### src/rtl/fetch_queue_stage_if.sv
// Fetch-queue stage bus: instruction-memory port, redirect input and D handshake.
// master = fetch_queue_stage, slave = decode side / instruction memory.
interface fetch_queue_stage_if;
    logic [31:0] im_addr;
    logic [31:0] im_rdata;
    logic        redirect_valid;
    logic [31:0] redirect_pc;
    logic        D_ready;
    logic        D_valid;
    logic [31:0] D_instr;
    logic [31:0] D_PC;
    logic        D_exc;

    modport master (
        output im_addr,
        input  im_rdata,
        input  redirect_valid,
        input  redirect_pc,
        input  D_ready,
        output D_valid,
        output D_instr,
        output D_PC,
        output D_exc
    );

    modport slave (
        input  im_addr,
        output im_rdata,
        output redirect_valid,
        output redirect_pc,
        output D_ready,
        input  D_valid,
        input  D_instr,
        input  D_PC,
        input  D_exc
    );
endinterface

### src/rtl/fetch_queue_stage.sv
// PC register plus QDEPTH-entry {PC, instr} fetch FIFO feeding decode.
// Optional macro FETCH_EXC_EN: fetch range/alignment check, exc bit, halt.
module fetch_queue_stage #(
    parameter logic [31:0] PC_RESET = 32'h0000_3000,
    parameter int          QDEPTH   = 4,
    parameter int          IM_WORDS = 4096
) (
    input logic                 clk,
    input logic                 Reset,
    input logic                 Enable,
    fetch_queue_stage_if.master fq
);
    localparam int            AW   = $clog2(QDEPTH);
    localparam logic [AW:0]   FULL = (AW+1)'(QDEPTH);

    logic [31:0]   pc_q, pc_d;
    logic [AW-1:0] head_q, head_d;
    logic [AW-1:0] tail_q, tail_d;
    logic [AW:0]   count_q, count_d;

    logic [31:0]   pc_mem    [QDEPTH];
    logic [31:0]   instr_mem [QDEPTH];

    logic          d_valid;
    logic          pop;
    logic          push;
    logic          halt;
    logic          fault;
    logic [31:0]   redir_tgt;
    logic [31:0]   push_instr;

`ifdef FETCH_EXC_EN
    localparam logic [32:0] PC_LIMIT = {1'b0, PC_RESET} + 33'(4 * IM_WORDS);

    logic              halt_q, halt_d;
    logic [QDEPTH-1:0] exc_q;

    // Raw target: a misaligned redirect is caught by the fetch check instead.
    assign redir_tgt = fq.redirect_pc;
    assign halt      = halt_q;
    assign fault     = (pc_q[1:0] != 2'b00)
                     || (pc_q < PC_RESET)
                     || ({1'b0, pc_q} >= PC_LIMIT);
    assign fq.D_exc  = d_valid & exc_q[head_q];

    // Halt: set by a faulting push, cleared by redirect.
    always_comb begin
        halt_d = halt_q;
        if (Enable) begin
            if (fq.redirect_valid)
                halt_d = 1'b0;
            else if (push && fault)
                halt_d = 1'b1;
        end
    end

    // Halt register.
    always_ff @(posedge clk) begin
        if (Reset)
            halt_q <= 1'b0;
        else
            halt_q <= halt_d;
    end

    // Exception bit storage alongside the queue payload.
    always_ff @(posedge clk) begin
        if (!Reset && Enable && push)
            exc_q[tail_q] <= fault;
    end
`else
    assign redir_tgt = fq.redirect_pc & 32'hFFFF_FFFC;
    assign halt      = 1'b0;
    assign fault     = 1'b0;
    assign fq.D_exc  = 1'b0;
`endif

    assign push_instr = fault ? 32'h0 : fq.im_rdata;

    assign d_valid = (count_q != '0);
    assign pop     = d_valid & fq.D_ready & ~fq.redirect_valid;
    assign push    = ~fq.redirect_valid & ~halt
                   & ((count_q != FULL) | pop);

    assign fq.im_addr = pc_q;
    assign fq.D_valid = d_valid;
    assign fq.D_instr = d_valid ? instr_mem[head_q] : 32'h0;
    assign fq.D_PC    = d_valid ? pc_mem[head_q]    : 32'h0;

    // Next state: redirect wins, otherwise independent push and pop.
    always_comb begin
        pc_d    = pc_q;
        head_d  = head_q;
        tail_d  = tail_q;
        count_d = count_q;
        if (Enable) begin
            if (fq.redirect_valid) begin
                pc_d    = redir_tgt;
                head_d  = '0;
                tail_d  = '0;
                count_d = '0;
            end else begin
                if (push) begin
                    tail_d = tail_q + AW'(1);
                    pc_d   = pc_q + 32'd4;
                end
                if (pop)
                    head_d = head_q + AW'(1);
                if (push && !pop)
                    count_d = count_q + (AW+1)'(1);
                else if (pop && !push)
                    count_d = count_q - (AW+1)'(1);
            end
        end
    end

    // PC, pointers and occupancy.
    always_ff @(posedge clk) begin
        if (Reset) begin
            pc_q    <= PC_RESET;
            head_q  <= '0;
            tail_q  <= '0;
            count_q <= '0;
        end else begin
            pc_q    <= pc_d;
            head_q  <= head_d;
            tail_q  <= tail_d;
            count_q <= count_d;
        end
    end

    // Queue payload; empty slots are masked on the output, so no reset.
    always_ff @(posedge clk) begin
        if (!Reset && Enable && push) begin
            pc_mem[tail_q]    <= pc_q;
            instr_mem[tail_q] <= push_instr;
        end
    end
endmodule
### src/flat_wrapper.sv
// flat-port wrapper written by rule: the top's interface ports become plain ports
module fetch_queue_stage_flat 
#(
    parameter logic [31:0] PC_RESET = 32'h0000_3000,
    parameter int          QDEPTH   = 4,
    parameter int          IM_WORDS = 4096
)
  (clk, Reset, Enable, fq_im_addr, fq_im_rdata, fq_redirect_valid, fq_redirect_pc, fq_D_ready, fq_D_valid, fq_D_instr, fq_D_PC, fq_D_exc);
  fetch_queue_stage_if fq_i ();
  input logic clk;
  input logic Reset;
  input logic Enable;
  output wire logic [$bits(fq_i.im_addr)-1:0] fq_im_addr;
  input wire logic [$bits(fq_i.im_rdata)-1:0] fq_im_rdata;
  input wire logic [$bits(fq_i.redirect_valid)-1:0] fq_redirect_valid;
  input wire logic [$bits(fq_i.redirect_pc)-1:0] fq_redirect_pc;
  input wire logic [$bits(fq_i.D_ready)-1:0] fq_D_ready;
  output wire logic [$bits(fq_i.D_valid)-1:0] fq_D_valid;
  output wire logic [$bits(fq_i.D_instr)-1:0] fq_D_instr;
  output wire logic [$bits(fq_i.D_PC)-1:0] fq_D_PC;
  output wire logic [$bits(fq_i.D_exc)-1:0] fq_D_exc;
  assign fq_im_addr = fq_i.im_addr;
  assign fq_i.im_rdata = fq_im_rdata;
  assign fq_i.redirect_valid = fq_redirect_valid;
  assign fq_i.redirect_pc = fq_redirect_pc;
  assign fq_i.D_ready = fq_D_ready;
  assign fq_D_valid = fq_i.D_valid;
  assign fq_D_instr = fq_i.D_instr;
  assign fq_D_PC = fq_i.D_PC;
  assign fq_D_exc = fq_i.D_exc;
  fetch_queue_stage #(.PC_RESET(PC_RESET), .QDEPTH(QDEPTH), .IM_WORDS(IM_WORDS)) u_core (.clk(clk), .Reset(Reset), .Enable(Enable), .fq(fq_i));
endmodule
### config.mk
export PLATFORM = sky130hd
export DESIGN_NAME = fetch_queue_stage_flat
export DESIGN_NICKNAME = d
export VERILOG_FILES = /design/src/rtl/fetch_queue_stage_if.sv /design/src/rtl/fetch_queue_stage.sv /design/src/flat_wrapper.sv
export SDC_FILE = /design/constraint.sdc
export NUM_CORES = 1
export LEC_CHECK = 0
export CORE_UTILIZATION = 36
export CTS_CLUSTER_SIZE = 40
export DETAILED_ROUTE_END_ITERATION = 10
export MAX_ROUTING_LAYER = met4
export PLACE_DENSITY_LB_ADDON = 0.12
export SYNTH_ARGS = -nofsm -noshare
export SYNTH_HDL_FRONTEND = slang
export SYNTH_SLANG_ARGS = --single-unit
### constraint.sdc
create_clock -name clk -period 3.6 [get_ports clk]
set_clock_uncertainty 0.05 [all_clocks]
set_input_delay 0.72 -clock clk [delete_from_list [all_inputs] [get_ports clk]]
set_output_delay 0.72 -clock clk [all_outputs]
set_load 0.02 [all_outputs]
==> results of run 1 <==
sequential cells by signal (all words and copies together), names as in the netlist, named ones only:
| register | count |
|---|---|
| u_core.pc_mem | 120 |
| u_core.head_q | 2 |
| u_core.count_q | 3 |
| u_core.tail_q | 2 |
| u_core.instr_mem | 128 |
| u_core.fq.im_addr | 30 |
final cells by class:
type / instances / area [um2] / area share [%]
Timing Repair Buffer: 192 / 1950 / 12.9
Multi-Input combinational cell: 373 / 3360 / 22.2
Inverter: 11 / 41.3 / 0.273
Sequential cell: 287 / 8240 / 54.4
Tap cell: 435 / 544 / 3.59
Clock buffer: 46 / 927 / 6.12
Clock inverter: 13 / 91.3 / 0.603
cell usage after synthesis, drive strengths merged (2+ instances only):
cell type	instances	share of area (%)
a21oi	14	0.59
nor4	5	0.26
a22o	3	0.22
nor2	27	0.86
ha	5	0.53
nor3	7	0.30
o22ai	2	0.16
and4	5	0.37
a311o	2	0.17
or3	5	0.26
a32o	2	0.17
mux2i	6	0.51
nand2	33	1.0
buf	19	0.97
nand4	9	0.53
or4	2	0.16
and3	15	0.79
a21o	3	0.19
edfxtp	248	63
nand2b	2	0.11
mux4	62	12
or2	2	0.11
o311ai	3	0.22
a22oi	6	0.38
a31oi	9	0.48
nand3	20	0.89
o21ai	18	0.79
o211ai	2	0.13
o221ai	5	0.37
or4b	2	0.17
clkbuf	29	0.93
a211oi	7	0.44
dfxtp	39	6.6
inv	10	0.32
and2	66	3.5
o31ai	7	0.44
final timing paths:
check	slack, ns	start	endpoint	cells after the start
min reg2reg	0.44	u_core.tail_q[1]$_SDFFE_PP0P_	u_core.tail_q[1]$_SDFFE_PP0P_	2
min	0.44	u_core.tail_q[1]$_SDFFE_PP0P_	u_core.tail_q[1]$_SDFFE_PP0P_	2
max reg2reg	0.96	u_core.fq.im_addr[3]$_SDFFE_PP0P_	u_core.fq.im_addr[28]$_SDFFE_PP0P_	6
max	0.26	u_core.count_q[1]$_SDFFE_PP0P_	fq_D_PC[14]	4
per-layer routing:
layer	routed length (um)	GRT usage, %
met1	12400	23.0
met2	13500	27.4
met3	1520	2.86
met4	395	3.93
met5	0	-
what timing repair did:
action	CTS	global route
hold buffers	0	0
endpoints found under the setup margin	0	6
buffers inserted	0	12
critical path: stages, from the launching register on:
cell                              delay (ns)
sky130_fd_sc_hd__dfxtp_1                0.34
sky130_fd_sc_hd__or3_2                  0.47
sky130_fd_sc_hd__buf_4                  0.31
sky130_fd_sc_hd__and2_1                 0.27
sky130_fd_sc_hd__clkdlybuf4s50_1        0.59
kinds of logic (layout without fill, tap and decap cells):
logic type,after synthesis,after routing,share of synthesized area [%]
AOI/OAI and AO/OA,91,91,5.36
other,1,5,0.0317
muxes,68,68,12.3
and+or+nand+nor,202,202,9.61
DFF,287,287,69.6
xor gates and xnor gates,1,1,0.0742
adders and majority gates,6,6,0.699
buffers and inverters,59,262,2.26
power groups by stage:
stage | clock [mW] | sequential (mW) | combinational [mW]
floorplan | 0 | 3.82 | 0.294
finish | 3.13 | 3.75 | 0.639
CTS | 3.22 | 3.76 | 0.642
detailed placement | 0 | 3.83 | 0.640
global route | 3.35 | 3.76 | 0.687
global placement | 0 | 3.82 | 0.631
through the flow:
stage | cell area [um2] | setup slack (ns) | hold slack, ns
6_report | 15100 | 0.261 | 0.444
5_1_grt | 15100 | 0.106 | 0.478
4_1_cts | 15000 | 0.0492 | 0.451
3_5_place_dp | 14000 | 0.570 | 0.443
3_3_place_gp | 14000 | 0.596 | 0.435
2_1_floorplan | 11800 | 0.324 | 0.415
==> out/metrics.yaml, run 1 <==
worst-endpoint-arrival_ns: 2.57
synth_edf_count: 248
cts_num_sinks: 287
vdd.ir_drop.worst_v: 0.000221
timing.final.setup_violations: 0
num_rows: 65
clock.fmax_ghz: 0.300
seq_power_share_pct: 49.9
residual_drc: 0
cell_internal_pwr_mw: 5.86
status: "completed"
place_congestion: 0.803
drt-initial-drc-count: 445
pwr-share-clk_pct: 41.6
pin_count_of_the_biggest_net_entering_global_routing: 66
hpwl_um: 17000
globalRouteOverflowTotal: 0
grt_first_pass_wirelength_um: 42300
hold_violations: 0
pwr-share-comb_pct: 8.5
root_buffer: "sky130_fd_sc_hd__clkbuf_16"
final_period_minus_worst_setup_slack_ns: 3.34
die-area_um2: 33500
ys_ff_latch: 287
synthFlopType: "sky130_fd_sc_hd__edfxtp_1"
class_of_the_tightest_hold_or_removal_check: "reg -> reg"
die_height_um: 183
design.core.area_um2: 31900
fin_tns_setup_ns: 0
final.fill_count: 2803
detail-route-antenna-nets: 0
max-clock-path-buffers: 3
final_instance_count_without_filler_cells: 1357
vias: 7074
worst_slew_margin_rel_pct: 50.1
yosys_warnings: 0
inserted_diodes: 0
fraction_of_registers_with_async_set_reset_pct: 0
h-tree-depth: 2
worst_slew_pin_slew_ns: 0.749
power.density_cell_area_nw_per_um2: 496
timing.critical_path.to_type: "output pin"
insertion_delay_of_the_later_clocked_pin_in_the_worst_skew_pair_ns: 0.49
p_sw_share_pct: 22.1
tritoncts.num_buffers: 34
rsz0062_at_grt: "false"
finalNetCount: 974
ys_seq_area_share_pct: 69.6
synth.distinct_cells: 60
power.net_switching_mw: 1.66
design_power_total_mw: 7.52
start_util_pct: 37.1
grt_pass1_vias: 7233
num_io_pins: 167
timing.max_cap.violations: 0
detail_route.wirelength_um: 27800
cts_resized: 0
post_drt_via_cell_ratio: 5.21
die_x_um: 183
critPathRequiredTime_ns: 2.83
final_util_pct: 47.5
drive_above_1_share_pct: 16.5
detail_route.first_pass.iterations: 5
timing.final.max_slew_violations: 0
synth.avg_cell_area_um2: 16.5
gr-usage-all-layers_pct: 17.1
critical_path_class: "reg -> out"
clock_pin_slew_reported_for_the_worst_setup_and_hold_paths_after_clock_tree_synthesis_ns: 0.06
most_frequent_standard_cell_in_the_layout_excluding_fill_and_tap_cells: "sky130_fd_sc_hd__edfxtp_1"
initial_antenna_violation_count: 0
tritoncts_clock_tree: "built"
portBuffers: 159
commonest_cells_after_routing_fill_and_taps_aside: "sky130_fd_sc_hd__edfxtp_1 (248), sky130_fd_sc_hd__clkdlybuf4s50_1 (159), sky130_fd_sc_hd__and2_1 (65), sky130_fd_sc_hd__mux4_2 (62), sky130_fd_sc_hd__dfxtp_1 (37)"
wl_per_cell_um: 20.5
postSynthCellCount: 715
synthToLayoutAreaGrowth_pct: 28.2
layout_worst_path_cycle_share_pct: 92.7
synth_area_um2: 11800
timing.critical_path.from_type: "register"
power_leakage_nw: 4.90
placed_cells_incl_taps: 1286
cp_max_fo: 65
(Power assumes the default switching activity.)
==> run 2, diff against run 1 <==
Settings changed: CAP_MARGIN set to 10.
Clock period 3.6 ns to 3.15 ns, I/O delays scaled along.
==> run 2 against run 1 <==
Clock power grew 12%. Sequential power up 14%. Final cell count rose by 0.37%. Flip-flop and latch count did not move. Register-to-register slack worse by 0.44 ns. Cell area grew 1.0%. Combinational power rose by 14%. Clock-buffer cell count down 9. Die area stayed put. Critical endpoint is now fq_D_instr[16].
==> out/metrics.yaml, run 2 (synthesis gave the netlist of run 1 again) <==
grt_first_pass_wirelength_um: 42800  # +1.4%
rsz0062_at_grt: "false"
gr-usage-all-layers_pct: 17.3  # +0.14 points
final.fill_count: 2780  # -0.82%
cts_num_sinks: 287  # unchanged
final_period_minus_worst_setup_slack_ns: 3.06
layout_worst_path_cycle_share_pct: 97.2
power.density_cell_area_nw_per_um2: 557  # +12%
die-area_um2: 33500  # unchanged
detail_route.wirelength_um: 27900  # +0.64%
detail-route-antenna-nets: 0  # unchanged
vdd.ir_drop.worst_v: 0.000384  # +74%
power_leakage_nw: 5.52  # +13%
max_flop_register: "u_core.instr_mem"
vias: 7068  # -0.085%
place_congestion: 0.840  # +4.7%
grt_pass1_vias: 7324  # +1.3%
portBuffers: 159  # unchanged
tritoncts.num_buffers: 30  # -12%
worst_slew_margin_rel_pct: 61.8  # +12 points
design.core.area_um2: 31900  # unchanged
timing.final.max_slew_violations: 0  # unchanged
status: "completed"
most_frequent_standard_cell_in_the_layout_excluding_fill_and_tap_cells: "sky130_fd_sc_hd__edfxtp_1"
initial_antenna_violation_count: 0  # unchanged
largest_register_ff_count: 128  # unchanged
final_util_pct: 48.0  # +0.47 points
hold_violations: 0  # unchanged
clock_pin_slew_reported_for_the_worst_setup_and_hold_paths_after_clock_tree_synthesis_ns: 0.06  # about the same
pin_count_of_the_biggest_net_entering_global_routing: 66  # unchanged
residual_drc: 0  # unchanged
detail_route.first_pass.iterations: 5  # unchanged
worst-endpoint-arrival_ns: 2.38  # -0.19 ns
drive_above_1_share_pct: 17.5  # +0.99 points
timing.final.setup_violations: 0  # unchanged
postCtsHoldBufs: 0  # unchanged
inserted_diodes: 0  # unchanged
root_buffer: "sky130_fd_sc_hd__clkbuf_16"
timing.critical_path.from_type: "register"
tritoncts_clock_tree: "built"
cp_max_fo: 5  # -92%
commonest_cells_after_routing_fill_and_taps_aside: "sky130_fd_sc_hd__edfxtp_1 (248), sky130_fd_sc_hd__clkdlybuf4s50_1 (101), sky130_fd_sc_hd__and2_1 (65), sky130_fd_sc_hd__mux4_2 (62), sky130_fd_sc_hd__dfxtp_1 (37)"
finalNetCount: 980  # +0.62%
drt-initial-drc-count: 470  # +5.6%
synthToLayoutAreaGrowth_pct: 29.5
start_util_pct: 37.1  # unchanged
h-tree-depth: 1  # -1
critPathRequiredTime_ns: 2.47  # -0.36 ns
die_x_um: 183  # unchanged
fin_tns_setup_ns: 0  # unchanged
post_drt_via_cell_ratio: 5.19  # -0.45%
num_rows: 65  # unchanged
timing.max_cap.violations: 0  # unchanged
worst_slew_pin_slew_ns: 0.570  # -0.179 ns
clock.fmax_ghz: 0.327
critical_path_class: "reg -> out"
wl_per_cell_um: 20.5  # +0.28%
num_io_pins: 167  # unchanged
timing.critical_path.to_type: "output pin"
max-clock-path-buffers: 3  # unchanged
die_height_um: 183  # unchanged
class_of_the_tightest_hold_or_removal_check: "reg -> reg"
globalRouteOverflowTotal: 0  # unchanged
hpwl_um: 18000  # +6.1%
insertion_delay_of_the_later_clocked_pin_in_the_worst_skew_pair_ns: 0.54  # +0.05 ns
[run 2: worst max-delay path: stages, from the launching register on]
cell	delay [ns]
sky130_fd_sc_hd__dfxtp_4	0.38
sky130_fd_sc_hd__buf_12	0.12
sky130_fd_sc_hd__buf_4	0.17
sky130_fd_sc_hd__mux4_2	0.49
sky130_fd_sc_hd__and2_1	0.16
sky130_fd_sc_hd__clkdlybuf4s50_1	0.52
[run 2: layout make-up]
class | instances | area (um2) | share of cell area [%]
clock buffer | 37 | 798 | 5.22
clock inverter | 17 | 189 | 1.23
inverter | 11 | 41.3 | 0.270
multi-input combinational | 373 | 3360 | 21.9
sequential | 287 | 8240 | 53.8
tap | 435 | 544 | 3.56
timing repair buffer | 202 | 2130 | 14.0
[run 2: metal layers]
metal	vias up	wire length [um]	track usage, %
li1	3219	-	-
met1	3600	12600	23.0
met2	221	13800	28.5
met3	28	1240	2.26
met4	0	320	3.60
met5	-	0	-
[run 2: where the power goes]
group	internal, mW	total, mW	switching [mW]
Sequential	4.20	4.28	0.0787
Combinational	0.341	0.729	0.388
Clock	2.12	3.51	1.39
Total	6.66	8.52	1.86
[run 2: path summary, 6_finish.rpt]
path                                                         from                                  to  slack [ns]  cells after the start
worst max-delay path                                     register                      fq_D_instr[16]        0.09                      5
worst min-delay path                u_core.tail_q[1]$_SDFFE_PP0P_       u_core.tail_q[1]$_SDFFE_PP0P_        0.44                      2
worst max register to register  u_core.fq.im_addr[3]$_SDFFE_PP0P_  u_core.fq.im_addr[20]$_SDFFE_PP0P_        0.52                      5
worst min register to register      u_core.tail_q[1]$_SDFFE_PP0P_       u_core.tail_q[1]$_SDFFE_PP0P_        0.44                      2
[run 2: through the flow]
| stage | total power, mW | instance area [um2] | hold slack (ns) | setup WS [ns] | cells |
|---|---|---|---|---|---|
| final | 8.52 | 15300 | 0.444 | 0.0889 | 1362 |
| after global routing | 8.81 | 15300 | 0.457 | 0.00553 | 1362 |
| after CTS | 8.63 | 15200 | 0.449 | 0.000942 | 1362 |
| after detailed placement | 5.12 | 14200 | 0.442 | 0.336 | 1302 |
| after global placement | 5.10 | 14200 | 0.431 | 0.347 | 1302 |
| after floorplan | 4.70 | 11800 | 0.415 | 0.630 | 719 |
[run 2: repair_timing]
action	in CTS	in global routing
pin swaps	0	0
setup endpoints to repair	63	29
buffers inserted	6	0
gates resized for setup	36	27
==> run 3, diff against run 2 <==
Settings changed: CORE_MARGIN set to 5, HOLD_SLACK_MARGIN set to 0.15.
==> run 3 against run 2 <==
Wire length increased by 4.7%. Global-route usage decreased by 0.95 points. Critical path depth shrank 1. Die area is 8.9% higher. Worst setup slack improved by 0.041 ns. Sequential power about the same. Clock-buffer cell count shrank 4. Via count grew 1.3%. Worst hold slack better by 0.0024 ns. Clock power up 17%. Register-to-register slack about the same. Largest cell class unchanged. Highest routed layer unchanged.
==> out/metrics.yaml, run 3 (synthesis gave the netlist of run 1 again) <==
root_buffer: "sky130_fd_sc_hd__clkbuf_16"
clock_pin_slew_reported_for_the_worst_setup_and_hold_paths_after_clock_tree_synthesis_ns: 0.06  # about the same
power.net_switching_mw: 1.96  # +5.3%
final_instance_count_without_filler_cells: 1380  # +1.3%
layout_worst_path_cycle_share_pct: 95.9  # -1.3 points
worst_slew_pin_slew_ns: 0.714  # +0.144 ns
detail_route.wirelength_um: 29300  # +4.7%
tritoncts_clock_tree: "built"
most_frequent_standard_cell_in_the_layout_excluding_fill_and_tap_cells: "sky130_fd_sc_hd__edfxtp_1"
seq_power_share_pct: 47.0  # -3.2 points
design.core.area_um2: 32500  # +1.8%
class_of_the_tightest_hold_or_removal_check: "reg -> reg"
multi_input_comb_area_um2: 3360  # +0.11%
worst-r2r-setup-slack_ns: 0.51  # about the same
ff2ff_path_depth: 5  # unchanged
status: "completed"
timing.final.setup_violations: 0  # unchanged
wl_per_cell_um: 21.2  # +3.4%
start_util_pct: 36.4  # -0.65 points
die-area_um2: 36500  # +8.9%
place_congestion: 0.841  # about the same
cell_internal_pwr_mw: 7.16  # +7.5%
worst_slew_margin_rel_pct: 52.4  # -9.4 points
seq_area_um2: 8240  # unchanged
rsz0062_at_grt: "false"
final_period_minus_worst_setup_slack_ns: 3.02  # -0.0410 ns
portBuffers: 159  # unchanged
commonest_cells_after_routing_fill_and_taps_aside: "sky130_fd_sc_hd__edfxtp_1 (248), sky130_fd_sc_hd__clkdlybuf4s50_1 (100), sky130_fd_sc_hd__and2_1 (65), sky130_fd_sc_hd__mux4_2 (62), sky130_fd_sc_hd__dlygate4sd2_1 (51)"
die_height_um: 191  # +4.4%
holdPathStages: 2  # unchanged
h-tree-depth: 1  # unchanged
pre_cts_setup_slack_ns: 0.183  # -0.153 ns
num_io_pins: 167  # unchanged
power_leakage_nw: 5.41  # -1.9%
detail_route.first_pass.iterations: 5  # unchanged
power.density_cell_area_nw_per_um2: 589  # +5.8%
timing.final.max_slew_violations: 0  # unchanged
hpwl_um: 18700  # +3.5%
worst_hold_path.endpoint: "u_core.tail_q[1]$_SDFFE_PP0P_"
cts_num_sinks: 287  # unchanged
die_x_um: 191  # +4.4%
critical_path.reg2reg.startpoint: "u_core.fq.im_addr[2]$_SDFFE_PP0P_"
max_flop_register: "u_core.instr_mem"
gr-usage-all-layers_pct: 16.3  # -0.95 points
critPathRequiredTime_ns: 2.47  # about the same
insertion_delay_of_the_later_clocked_pin_in_the_worst_skew_pair_ns: 0.55  # about the same
residual_drc: 0  # unchanged
critical_path.reg2reg.endpoint: "u_core.fq.im_addr[22]$_SDFFE_PP0P_"
num_rows: 66  # +1.5%
pwr-share-comb_pct: 8.1  # -0.5 points
hold_violations: 0  # unchanged
initial_antenna_violation_count: 1  # +1
max-clock-path-buffers: 3  # unchanged
detail-route-antenna-nets: 0  # unchanged
timing.max_cap.violations: 0  # unchanged
grt_pass1_vias: 7595  # +3.7%
timing.critical_path.from_type: "register"
drive_above_1_share_pct: 18.9  # +1.4 points
grt_first_pass_wirelength_um: 44900  # +4.7%
post_drt_via_cell_ratio: 5.19  # about the same
pwr-share-clk_pct: 45.0  # +3.8 points
cp_max_fo: 13  # +8
min-delay-start: "u_core.tail_q[1]$_SDFFE_PP0P_"
finalNetCount: 987  # +0.71%
critical_path_class: "reg -> out"
synthToLayoutAreaGrowth_pct: 31.0
p_sw_share_pct: 21.5  # -0.36 points
setup_ws_ns: 0.130  # +0.0410 ns
finalHoldWorstSlack_ns: 0.447  # +0.00241 ns
pin_count_of_the_biggest_net_entering_global_routing: 50  # -24%
final.fill_count: 2822  # +1.5%
largest_register_ff_count: 128  # unchanged
placed_cells_incl_taps: 1306  # +0.31%
vias: 7157  # +1.3%
globalRouteOverflowTotal: 0  # unchanged
worst-endpoint-arrival_ns: 2.34  # -0.04 ns
vdd.ir_drop.worst_v: 0.000421  # +9.5%
drt-initial-drc-count: 448  # -4.7%
timing.critical_path.to_type: "output pin"
tritoncts.num_buffers: 31  # +3.3%
clock.fmax_ghz: 0.331  # +1.4%
## run 3: changes by cell type in the layout (fill, tap and decap cells not counted), moves of 2 or more
cell and delta:
sky130_fd_sc_hd__dlygate4sd2_1 +19, sky130_fd_sc_hd__dlymetal6s2s_1 -18, sky130_fd_sc_hd__buf_4 +8, sky130_fd_sc_hd__bufinv_16 +6, sky130_fd_sc_hd__clkbuf_1 -4, sky130_fd_sc_hd__buf_12 -2, sky130_fd_sc_hd__clkinvlp_4 +2
## run 3: metal layers
layer	track usage, %	part of all wire, %
met1	22.7	45
met2	26.0	48
met3	2.67	5.7
met4	2.98	1.4
met5	-	0
## run 3: metrics by stage
step | TNS [ns] | cell area, um2 | util (%) | power (mW)
after global routing | 0 | 15500 | 47.7 | 9.44
after global placement | 0 | 14200 | 43.7 | 5.11
after floorplan | 0 | 11800 | - | 4.70
after CTS | -0.0223 | 15400 | 47.3 | 9.20
after detailed placement | 0 | 14200 | 43.7 | 5.13
final | 0 | 15500 | 47.7 | 9.12
## run 3: worst max path at each step
stage                                                   end  slack [ns]
after global placement       u_core.pc_mem[1][28]$_DFFE_PP_        0.21
after detailed placement  u_core.instr_mem[1][27]$_DFFE_PP_        0.18
after floorplan            u_core.instr_mem[0][0]$_DFFE_PP_        0.63
after CTS                                       fq_D_PC[15]       -0.02
final                                        fq_D_instr[26]        0.13
after global routing                         fq_D_instr[26]        0.02
## run 3: cell type report
| class | count | area share, % |
|---|---|---|
| timing repair buffer | 208 | 13.6 |
| clock inverter | 25 | 2.52 |
| clock buffer | 33 | 5.06 |
| inverter | 11 | 0.267 |
| antenna | 1 | 0.0162 |
| multi-input combinational | 373 | 21.7 |
| sequential | 287 | 53.2 |
| tap | 442 | 3.57 |
## run 3: what timing repair did
item                       in CTS  in global routing
setup endpoints to repair      62                 11
hold buffers                    0                  0
setup buffers                   2                 12
resized for setup              52                  9
cloned                          1                  0
pin swaps                       1                  1
## run 3: critical path: stages, from the launching register on
cell	delay, ns
sky130_fd_sc_hd__dfxtp_4	0.44
sky130_fd_sc_hd__buf_12	0.16
sky130_fd_sc_hd__mux4_2	0.49
sky130_fd_sc_hd__and2_1	0.17
sky130_fd_sc_hd__clkdlybuf4s50_1	0.53
## run 3: power groups by stage
stage | Sequential (mW) | Combinational, mW | Clock (mW)
floorplan | 4.36 | 0.336 | 0
global placement | 4.35 | 0.760 | 0
detailed placement | 4.36 | 0.771 | 0
CTS | 4.28 | 0.742 | 4.18
global route | 4.29 | 0.793 | 4.36
finish | 4.28 | 0.738 | 4.10
